`config.mk`:
```
export PLATFORM = sky130hd
export DESIGN_NAME = sin_24b_phase_gen
export DESIGN_NICKNAME = d
export VERILOG_FILES = /design/src/rtl/sin_24b_phase_gen.sv
export SDC_FILE = /design/constraint.sdc
export NUM_CORES = 1
export LEC_CHECK = 0
export CAP_MARGIN = 20
export CORE_ASPECT_RATIO = 1.2
export CORE_MARGIN = 8
export CORE_UTILIZATION = 56
export CTS_BUF_LIST = sky130_fd_sc_hd__clkbuf_4
export CTS_CLUSTER_SIZE = 10
export DETAILED_ROUTE_END_ITERATION = 8
export PLACE_DENSITY = 0.83
export SYNTH_ARGS = -nofsm -noshare
export SYNTH_HDL_FRONTEND = slang
export SYNTH_SLANG_ARGS = --single-unit
```
`constraint.sdc`:
```
create_clock -name clk -period 2.9 [get_ports clk]
set_clock_uncertainty 0.15 [all_clocks]
set_input_delay 0.29 -clock clk [delete_from_list [all_inputs] [get_ports clk]]
set_output_delay 0.29 -clock clk [all_outputs]
set_load 0.1 [all_outputs]
```
`src/rtl/sin_24b_phase_gen.sv`:
```
// Numerically controlled phase-burst generator feeding sin_24b's in0 port.
// Optional build macro PHASE_DITHER_EN adds an 8-bit Galois LFSR dither to out_phase.

module sin_24b_phase_gen #(
   parameter int PHASE_W = 24,
   parameter int CNT_W   = 20,
   parameter int LFSR_W  = 8
) (
   input  logic               clk,
   input  logic               rst_n,
   input  logic               cfg_valid,
   output logic               cfg_ready,
   input  logic [PHASE_W-1:0] cfg_fcw,
   input  logic [PHASE_W-1:0] cfg_phase0,
   input  logic [CNT_W-1:0]   cfg_count,
   input  logic               start,
   input  logic               abort,
   output logic               busy,
   output logic               done,
   output logic               out_valid,
   input  logic               out_ready,
   output logic [PHASE_W-1:0] out_phase,
   output logic               out_wrap,
   output logic               out_last
);

   // Handshake rule for both channels: a transfer happens on a rising edge
   // where valid and ready are both high; the payload is stable from the cycle
   // valid rises until that edge, and the source never withdraws valid early.

   if (PHASE_W < 2 || CNT_W < 2 || LFSR_W < 2 || LFSR_W > PHASE_W) begin : g_param_check
      $error("sin_24b_phase_gen: unsupported parameter combination");
   end

   typedef enum logic {
      IDLE = 1'b0,
      RUN  = 1'b1
   } state_t;

   state_t             state;
   logic [PHASE_W-1:0] fcw_q;
   logic [PHASE_W-1:0] phase0_q;
   logic [CNT_W-1:0]   count_q;
   logic [PHASE_W-1:0] acc;
   logic [CNT_W-1:0]   remaining;

   logic               cfg_hs;
   logic               out_hs;
   logic [PHASE_W-1:0] eff_fcw;
   logic [PHASE_W-1:0] eff_phase0;
   logic [CNT_W-1:0]   eff_count;
   logic [PHASE_W:0]   acc_sum;
   logic [PHASE_W-1:0] launch_phase;
   logic [PHASE_W-1:0] step_phase;

   assign cfg_hs  = cfg_valid & cfg_ready;
   assign out_hs  = out_valid & out_ready;

   // A start in the same cycle as a config handshake uses the incoming config.
   assign eff_fcw    = cfg_hs ? cfg_fcw    : fcw_q;
   assign eff_phase0 = cfg_hs ? cfg_phase0 : phase0_q;
   assign eff_count  = cfg_hs ? cfg_count  : count_q;

   assign acc_sum = {1'b0, acc} + {1'b0, fcw_q};

`ifdef PHASE_DITHER_EN
   localparam logic [LFSR_W-1:0] LFSR_SEED = LFSR_W'(1);
   // x^8+x^6+x^5+x^4+1: feedback folds into bits 6, 5, 4 and 0.
   localparam logic [LFSR_W-1:0] LFSR_TAPS = LFSR_W'(8'h71);

   logic [LFSR_W-1:0] lfsr;
   logic [LFSR_W-1:0] lfsr_step;

   assign lfsr_step    = {lfsr[LFSR_W-2:0], 1'b0} ^ (lfsr[LFSR_W-1] ? LFSR_TAPS : '0);
   assign launch_phase = eff_phase0 + PHASE_W'(LFSR_SEED);
   assign step_phase   = acc_sum[PHASE_W-1:0] + PHASE_W'(lfsr_step);

   always_ff @(posedge clk) begin
      if (!rst_n) begin
         lfsr <= LFSR_SEED;
      end else if (state == IDLE && start) begin
         lfsr <= LFSR_SEED;
      end else if (state == RUN && out_hs && !abort) begin
         lfsr <= lfsr_step;
      end
   end
`else
   assign launch_phase = eff_phase0;
   assign step_phase   = acc_sum[PHASE_W-1:0];
`endif

   always_ff @(posedge clk) begin
      if (!rst_n) begin
         state     <= IDLE;
         cfg_ready <= 1'b0;
         busy      <= 1'b0;
         done      <= 1'b0;
         out_valid <= 1'b0;
         out_phase <= '0;
         out_wrap  <= 1'b0;
         out_last  <= 1'b0;
         fcw_q     <= '0;
         phase0_q  <= '0;
         count_q   <= '0;
         acc       <= '0;
         remaining <= '0;
      end else begin
         done <= 1'b0;
         case (state)
            IDLE: begin
               cfg_ready <= 1'b1;
               if (cfg_hs) begin
                  fcw_q    <= cfg_fcw;
                  phase0_q <= cfg_phase0;
                  count_q  <= cfg_count;
               end
               if (start) begin
                  if (eff_count != '0) begin
                     state     <= RUN;
                     cfg_ready <= 1'b0;
                     busy      <= 1'b1;
                     out_valid <= 1'b1;
                     out_phase <= launch_phase;
                     out_wrap  <= 1'b0;
                     out_last  <= (eff_count == CNT_W'(1));
                     acc       <= eff_phase0;
                     remaining <= eff_count;
                  end else begin
                     done <= 1'b1;
                  end
               end
            end
            RUN: begin
               // abort outranks a handshake landing on the same edge
               if (abort) begin
                  state     <= IDLE;
                  cfg_ready <= 1'b1;
                  busy      <= 1'b0;
                  out_valid <= 1'b0;
               end else if (out_hs) begin
                  if (remaining == CNT_W'(1)) begin
                     state     <= IDLE;
                     cfg_ready <= 1'b1;
                     busy      <= 1'b0;
                     out_valid <= 1'b0;
                     done      <= 1'b1;
                  end else begin
                     acc       <= acc_sum[PHASE_W-1:0];
                     out_phase <= step_phase;
                     out_wrap  <= acc_sum[PHASE_W];
                     remaining <= remaining - CNT_W'(1);
                     out_last  <= (remaining == CNT_W'(2));
                  end
               end
            end
            default: begin
               state <= IDLE;
            end
         endcase
      end
   end

endmodule
```
==> impl_summary.txt, run 1 <==
----------------------------------------------------
[Floorplanning]
  Horizontal extent of the die ... 116 µm
  I/O pin count ... 104
  Die area ... 0.0158 mm²
  Die Y ... 136 µm
  Rows ... 44
  Area of the core region ... approximately 0.012 mm²
  Initial Utilization ... 56.5%

[Placement]
  Pre-CTS setup slack ... around 0.011 ns
  Final weighted congestion of routability-driven global placement ... 0.943
  Cell area after placement ... 0.00787 mm²
  Total half-perimeter wirelength after legalization and detailed placement ... 14900 µm
  Port bufs ... 103

[Synth]
  Library cell occupying the most area in the post-synthesis netlist ... sky130_fd_sc_hd__dfxtp_1
  Synth cell types ... 64
  Cell area after synthesis ... 0.00672 mm²
  Cell count after synthesis ... approximately 930
  Share of synthesized registers carrying an async set or reset ... 0%
  Number of enable-type register cells in the synthesized netlist ... 0
  Part of the Yosys area used for sequential elements ... 35.2%
  Area fraction of the dominant cell type after synthesis ... between 30% and 40%
  Flops & latches, synth ... between 100 and 150
  Number of warning messages in the yosys log ... 0
  Mapped Nets ... slightly above 1000
  Leading cell type by number of instances after synthesis ... sky130_fd_sc_hd__nand2_1
  Main synth FF type ... sky130_fd_sc_hd__dfxtp_1
  Top post-synthesis cells by area ... sky130_fd_sc_hd__dfxtp_1 35%, sky130_fd_sc_hd__nand2_1 13%, sky130_fd_sc_hd__a21oi_1 10%
  Avg Inst Size Synth ... 7.26 µm²
  Commonest cells in the synthesized netlist ... 240 x sky130_fd_sc_hd__nand2_1, 137 x sky130_fd_sc_hd__a21oi_1, 118 x sky130_fd_sc_hd__dfxtp_1

[GRT]
  Global-route total usage across every layer ... 27.2%
  Pin count of the biggest net entering global routing ... 56
  First-pass GRT wire length ... 34000 µm
  GRT Residual Overflow ... 0
  Antenna violations before repair ... 0
  Via count of the first global-routing pass ... 6855

[Timing]
  Time the worst path needs with I/O delays and setup ... 2.64 ns
  Slew at the pin closest to its max-slew limit ... 0.791 ns
  Final setup vio count ... 0
  Total Negative Setup Slacks ... 0 ns
  Hold Fails Final Rpt ... 0
  RSZ-0062 raised after global routing ... false
  Count of final max-slew check failures ... 0
  Fraction of the cycle the final worst path needs ... 91.1%
  Highest clock frequency the design can meet ... approximately 380 MHz
  Final WS setup ... 0.258 ns
  Rel. slew slack ... 47.2%

[Detailed routing]
  Routed Wire Length ... 20900 µm
  Number of DRC violations after detailed-routing iteration 0 ... 673
  Residual DRC count ... 0
  Number of nets with antenna violations after routing ... 0
  DR WL/cell ... 17.6 µm
  Ratio of routed vias to standard cells ... between 6 and 7
  Vias after detailed routing ... 7207
  DRT Pass-1 Iters ... 5

[Pwr]
  Worst voltage drop across the vdd grid ... ~0.32 mV
  Lkg Pwr ... 3.17 nW
  Power density normalized to cell area ... 634 mW/mm²

[Finish]
  Layout overhead on the synthesized area ... 21.9%
  Fraction of layout cells with a size suffix above 1 ... 10.7%
  Number of inserted filler cells in the final layout ... 1058
  Fin nets ... 1115
  Inserted Diodes ... 0
  Final design area excluding fillers ... 0.00819 mm²

[CTS]
  Number of buffers added by the clock tree synthesis step ... 17
  Clock root buffer ... sky130_fd_sc_hd__clkbuf_4
  Maximum clock insertion buffer count ... 2
  Clock sinks ... ~120
  Worst skew pair latency ... 0.55 ns
  Clock-pin transition on the worst setup and hold timing paths ... 0.11 ns
  H-tree levels ... 4
  TritonCTS clock tree ... built

[Job]
  MaxCap Viol Count ... 0

[Critical path]
  Reg-to-reg endpoint ... acc[17]
  Worst EP arrival ... 2.95 ns
  Logic depth of the worst register-to-register path ... 8
  Crit path launch ... count_q[11]
  Largest fanout of any net on the critical path ... 21
  Setup slack of the worst register-to-register path ... 0.26 ns
  Crit path launch type ... flip-flop
  Worst setup path end ... acc[17]
  Endpoint kind of the worst setup timing path ... flip-flop
  Origin of the critical flop-to-flop path ... count_q[11]
  Critical path class ... reg2reg
  Critical path data required time ... between 3 and 4 ns

[Worst hold path]
  Kind of path behind the tightest hold check ... in2reg

[Run status]
  Run status ... complete, no violations

----------------------------------------------------
==> cell type report <==
cell class,instances,area [µm²],share of cell area (%)
clock buffer,20,150,1.83
tap,161,201,2.46
sequential,118,2370,28.9
multi-input combinational,732,4050,49.5
timing repair buffer,129,1200,14.7
inverter,15,56.3,0.687
clock inverter,12,159,1.94
==> critical path, cell delays in order (launching register included) <==
cell and delay, ns:
sky130_fd_sc_hd__dfxtp_1 0.35, sky130_fd_sc_hd__nor4_1 0.53, sky130_fd_sc_hd__nand3_1 0.23, sky130_fd_sc_hd__o22a_1 0.31, sky130_fd_sc_hd__o21ai_2 0.20, sky130_fd_sc_hd__and2_1 0.23, sky130_fd_sc_hd__buf_12 0.18, sky130_fd_sc_hd__a2111oi_1 0.08
sky130_fd_sc_hd__a2111oi_2 0.28
==> layout by cell type, fill, tap and decap left out, types with 20 or more instances in the layout <==
cell / n
sky130_fd_sc_hd__nand2_1: 239
sky130_fd_sc_hd__o21ai_0: 42
sky130_fd_sc_hd__clkdlybuf4s50_1: 73
sky130_fd_sc_hd__nor3_1: 21
sky130_fd_sc_hd__buf_4: 52
sky130_fd_sc_hd__clkbuf_4: 20
sky130_fd_sc_hd__ha_1: 27
sky130_fd_sc_hd__nor2_1: 51
sky130_fd_sc_hd__a21oi_1: 136
sky130_fd_sc_hd__nand3_1: 22
sky130_fd_sc_hd__dfxtp_1: 111
==> stage by stage <==
stage / std cells / total power, mW / util, % / hold WS [ns]
floorplan: 926 / 3.30 / - / 0.276
global placement: 1155 / 3.84 / 66.2 / 0.291
detailed placement: 1155 / 3.87 / 66.2 / 0.297
CTS: 1187 / 5.18 / 68.8 / 0.0944
global route: 1187 / 5.44 / 68.9 / 0.104
finish: 1187 / 5.19 / 68.9 / 0.122
==> per-layer routing <==
layer / vias to the layer above / share of wire (%) / GRT usage [%]
li1: 3455 / - / -
met3: 65 / 7.6 / 5.29
met1: 3351 / 39 / 31.4
met5: - / 0 / 0
met4: 0 / 4.0 / 15.0
met2: 336 / 49 / 45.9
==> cell families after synthesis <==
logic type	share of synthesized area, %
muxes	1.81
and+or+nand+nor	26.3
xor gates and xnor gates	1.43
buffers and inverters	4.88
AOI/OAI and AO/OA	25.1
adders and majority gates	5.33
DFF	35.2
==> report_power, final <==
group / internal (mW) / switching, mW
registers: 1.77 / 0.140
logic: 0.641 / 1.31
clock network: 0.698 / 0.626
==> flip-flops by register name, indices dropped and copies added (netlist names) <==
| signal | cells |
|---|---|
| state | 1 |
| out_last | 1 |
| remaining | 20 |
| phase0_q | 24 |
| out_valid | 1 |
| out_wrap | 1 |
| cfg_ready | 1 |
| acc | 24 |
| done | 1 |
| count_q | 20 |
| fcw_q | 24 |
==> worst min-delay path by stage <==
stage	start	end	slack, ns	cells past startpoint
after floorplan	cfg_phase0[0]	phase0_q[0]	0.28	2
after global placement	phase0_q[3]	phase0_q[3]	0.29	2
after detailed placement	phase0_q[22]	phase0_q[22]	0.30	2
after global routing	cfg_fcw[20]	fcw_q[20]	0.10	3
final	cfg_fcw[20]	fcw_q[20]	0.12	3
after CTS	cfg_fcw[20]	fcw_q[20]	0.09	3
==> timing repair <==
action	CTS	global route
endpoints found under the setup margin	0	4
buffers inserted	0	0
hold buffers	0	0
gates resized for setup	0	3
hold endpoints to repair	0	0
(Power assumes the default switching activity.)
==> run 2: changes to the inputs <==
Settings changed: SLEW_MARGIN set to 10.
==> results of run 2 <==
No change in the layout: final DEF, timing and power equal those of run 1.
==> run 3: changes to the inputs <==
Settings changed: CORE_MARGIN 8 to 4, PLACE_DENSITY 0.83 to 0.89.
==> run 3 against run 2 <==
Against the previous run:
- die area decreased by 12%
- combinational power fell by 2%
- wire length shrank 5.3%
- critical path depth did not move
- utilization rose by 1.2 points
- final cell count about the same
- non-clock buffer count is 2 higher
- sequential cell count is the same
- largest cell class unchanged
==> impl_summary.txt, run 3 (synthesized netlist as in run 1, its figures left out) <==
----------------------------------------------------
[Finish]
  Most common cell after layout, fill and taps aside ... sky130_fd_sc_hd__nand2_1
  Highest-count cells in the layout ignoring fill and taps ... 239 x sky130_fd_sc_hd__nand2_1, 136 x sky130_fd_sc_hd__a21oi_1, 111 x sky130_fd_sc_hd__dfxtp_1
  Layout overhead on the synthesized area ... 21.8%
  Fraction of layout cells with a size suffix above 1 ... a little over a tenth
  Fin nets ... ~1100
  Leading registers by flop count ... acc: 24 flops, fcw_q: 24 flops, phase0_q: 24 flops

[Floorplanning]
  Area of the core region ... 0.0117 mm²
  Die area ... 0.0138 mm²
  Rows ... 43
  Horizontal extent of the die ... 108 µm
  Initial Utilization ... 57.6%
  Die Y ... 128 µm
  I/O pin count ... 104

[GRT]
  Global-route total usage across every layer ... 28.8%
  GRT Residual Overflow ... 0
  Via count of the first global-routing pass ... 6647
  Pin count of the biggest net entering global routing ... 48
  Antenna violations before repair ... 1
  First-pass GRT wire length ... 31900 µm

[CTS]
  H-tree levels ... 4
  Clock root buffer ... sky130_fd_sc_hd__clkbuf_4
  Maximum clock insertion buffer count ... 2
  Clock-pin transition on the worst setup and hold timing paths ... 0.12 ns
  Number of buffers added by the clock tree synthesis step ... 17
  Clock sinks ... 118
  TritonCTS clock tree ... built
  Worst skew pair latency ... ~0.55 ns
  Number of buffers added for setup after CTS ... 0

[Timing]
  Highest clock frequency the design can meet ... 362 MHz
  Slew at the pin closest to its max-slew limit ... 0.578 ns
  Hold Fails Final Rpt ... 0
  Final WS setup ... 0.141 ns
  Count of final max-slew check failures ... 0
  Final setup vio count ... 0
  Rel. slew slack ... 61.5%
  RSZ-0062 raised after global routing ... true
  Time the worst path needs with I/O delays and setup ... around 2.8 ns
  Fraction of the cycle the final worst path needs ... 95.1%

[Worst hold path]
  Kind of path behind the tightest hold check ... in2reg

[Critical path]
  Largest fanout of any net on the critical path ... 5
  Critical path class ... reg2reg
  Crit path launch type ... flip-flop
  Endpoint kind of the worst setup timing path ... flip-flop
  Critical path data required time ... 3.18 ns
  Worst EP arrival ... 3.04 ns

[Detailed routing]
  DRT Pass-1 Iters ... 6
  Vias after detailed routing ... 7125
  Ratio of routed vias to standard cells ... ~6
  Number of DRC violations after detailed-routing iteration 0 ... 524
  Residual DRC count ... 0
  Routed Wire Length ... 19800 µm
  Number of nets with antenna violations after routing ... 0
  DR WL/cell ... 16.7 µm

[Placement]
  Final weighted congestion of routability-driven global placement ... 0.980
  Pre-CTS setup slack ... about 0.040 ns
  Port bufs ... between 100 and 150
  Total half-perimeter wirelength after legalization and detailed placement ... 14400 µm

[Pwr]
  Worst voltage drop across the vdd grid ... 0.515 mV
  Lkg Pwr ... 3.15 nW
  Final Total Pwr ... ~5.2 mW
  Power density normalized to cell area ... 637 mW/mm²

[Run status]
  Run status ... complete, no violations

[Job]
  MaxCap Viol Count ... 0

----------------------------------------------------
[run 3: layer usage]
metal  vias to the layer above  part of all wire [%]  track usage (%)
li1                       3455                     -                -
met1                      3323                    41             34.9
met2                       297                    49             50.0
met3                        50                   7.4             6.10
met4                         0                   2.6             10.6
met5                         -                     0                0
[run 3: critical path: stages, from the launching register on]
cell and delay [ns]:
sky130_fd_sc_hd__dfxtp_2 0.37, sky130_fd_sc_hd__ha_1 0.37, sky130_fd_sc_hd__a21oi_1 0.25, sky130_fd_sc_hd__o211ai_1 0.15, sky130_fd_sc_hd__a221oi_1 0.55, sky130_fd_sc_hd__a21oi_1 0.18
sky130_fd_sc_hd__or3_1 0.32, sky130_fd_sc_hd__a31oi_1 0.20, sky130_fd_sc_hd__o21ai_0 0.10
[run 3: final cells by class]
cell class	count	area [µm²]
multi-input combinational	732	4050
fill	970	3490
sequential	118	2370
timing repair buffer	131	1180
clock inverter	15	204
tap	157	196
clock buffer	17	128
inverter	15	56.3
antenna	1	2.50
[run 3: path summary, 6_finish.rpt]
path / from / slack, ns / endpoint / depth (start not counted)
worst max-delay path: acc[7] / 0.14 / acc[14] / 8
worst min-delay path: cfg_fcw[22] / 0.12 / fcw_q[22] / 3
worst max register to register: acc[7] / 0.14 / acc[14] / 8
worst min register to register: phase0_q[21] / 0.31 / phase0_q[21] / 2
[run 3: timing repair]
item / 4_1_cts / 5_1_grt
hold buffers: 0 / 0
resized for setup: 0 / 2
setup endpoints to repair: 0 / 3
[run 3: power breakdown]
part / switching [mW] / total [mW] / internal, mW
Clock: 0.689 / 1.38 / 0.689
Combinational: 1.29 / 1.92 / 0.629
Sequential: 0.140 / 1.91 / 1.77
Total: 2.12 / 5.21 / 3.09
[run 3: through the flow]
stage          hold WS, ns  setup TNS [ns]  cell area, µm²  std cells  util (%)
6_report             0.120               0            8180       1186      70.1
3_5_place_dp         0.296               0            7850       1153      67.2
4_1_cts              0.105               0            8180       1185      70.0
5_1_grt             0.0861         -0.0310            8180       1186      70.1
3_3_place_gp         0.291               0            7850       1153      67.2
2_1_floorplan        0.276        -0.00843            6730        926         -
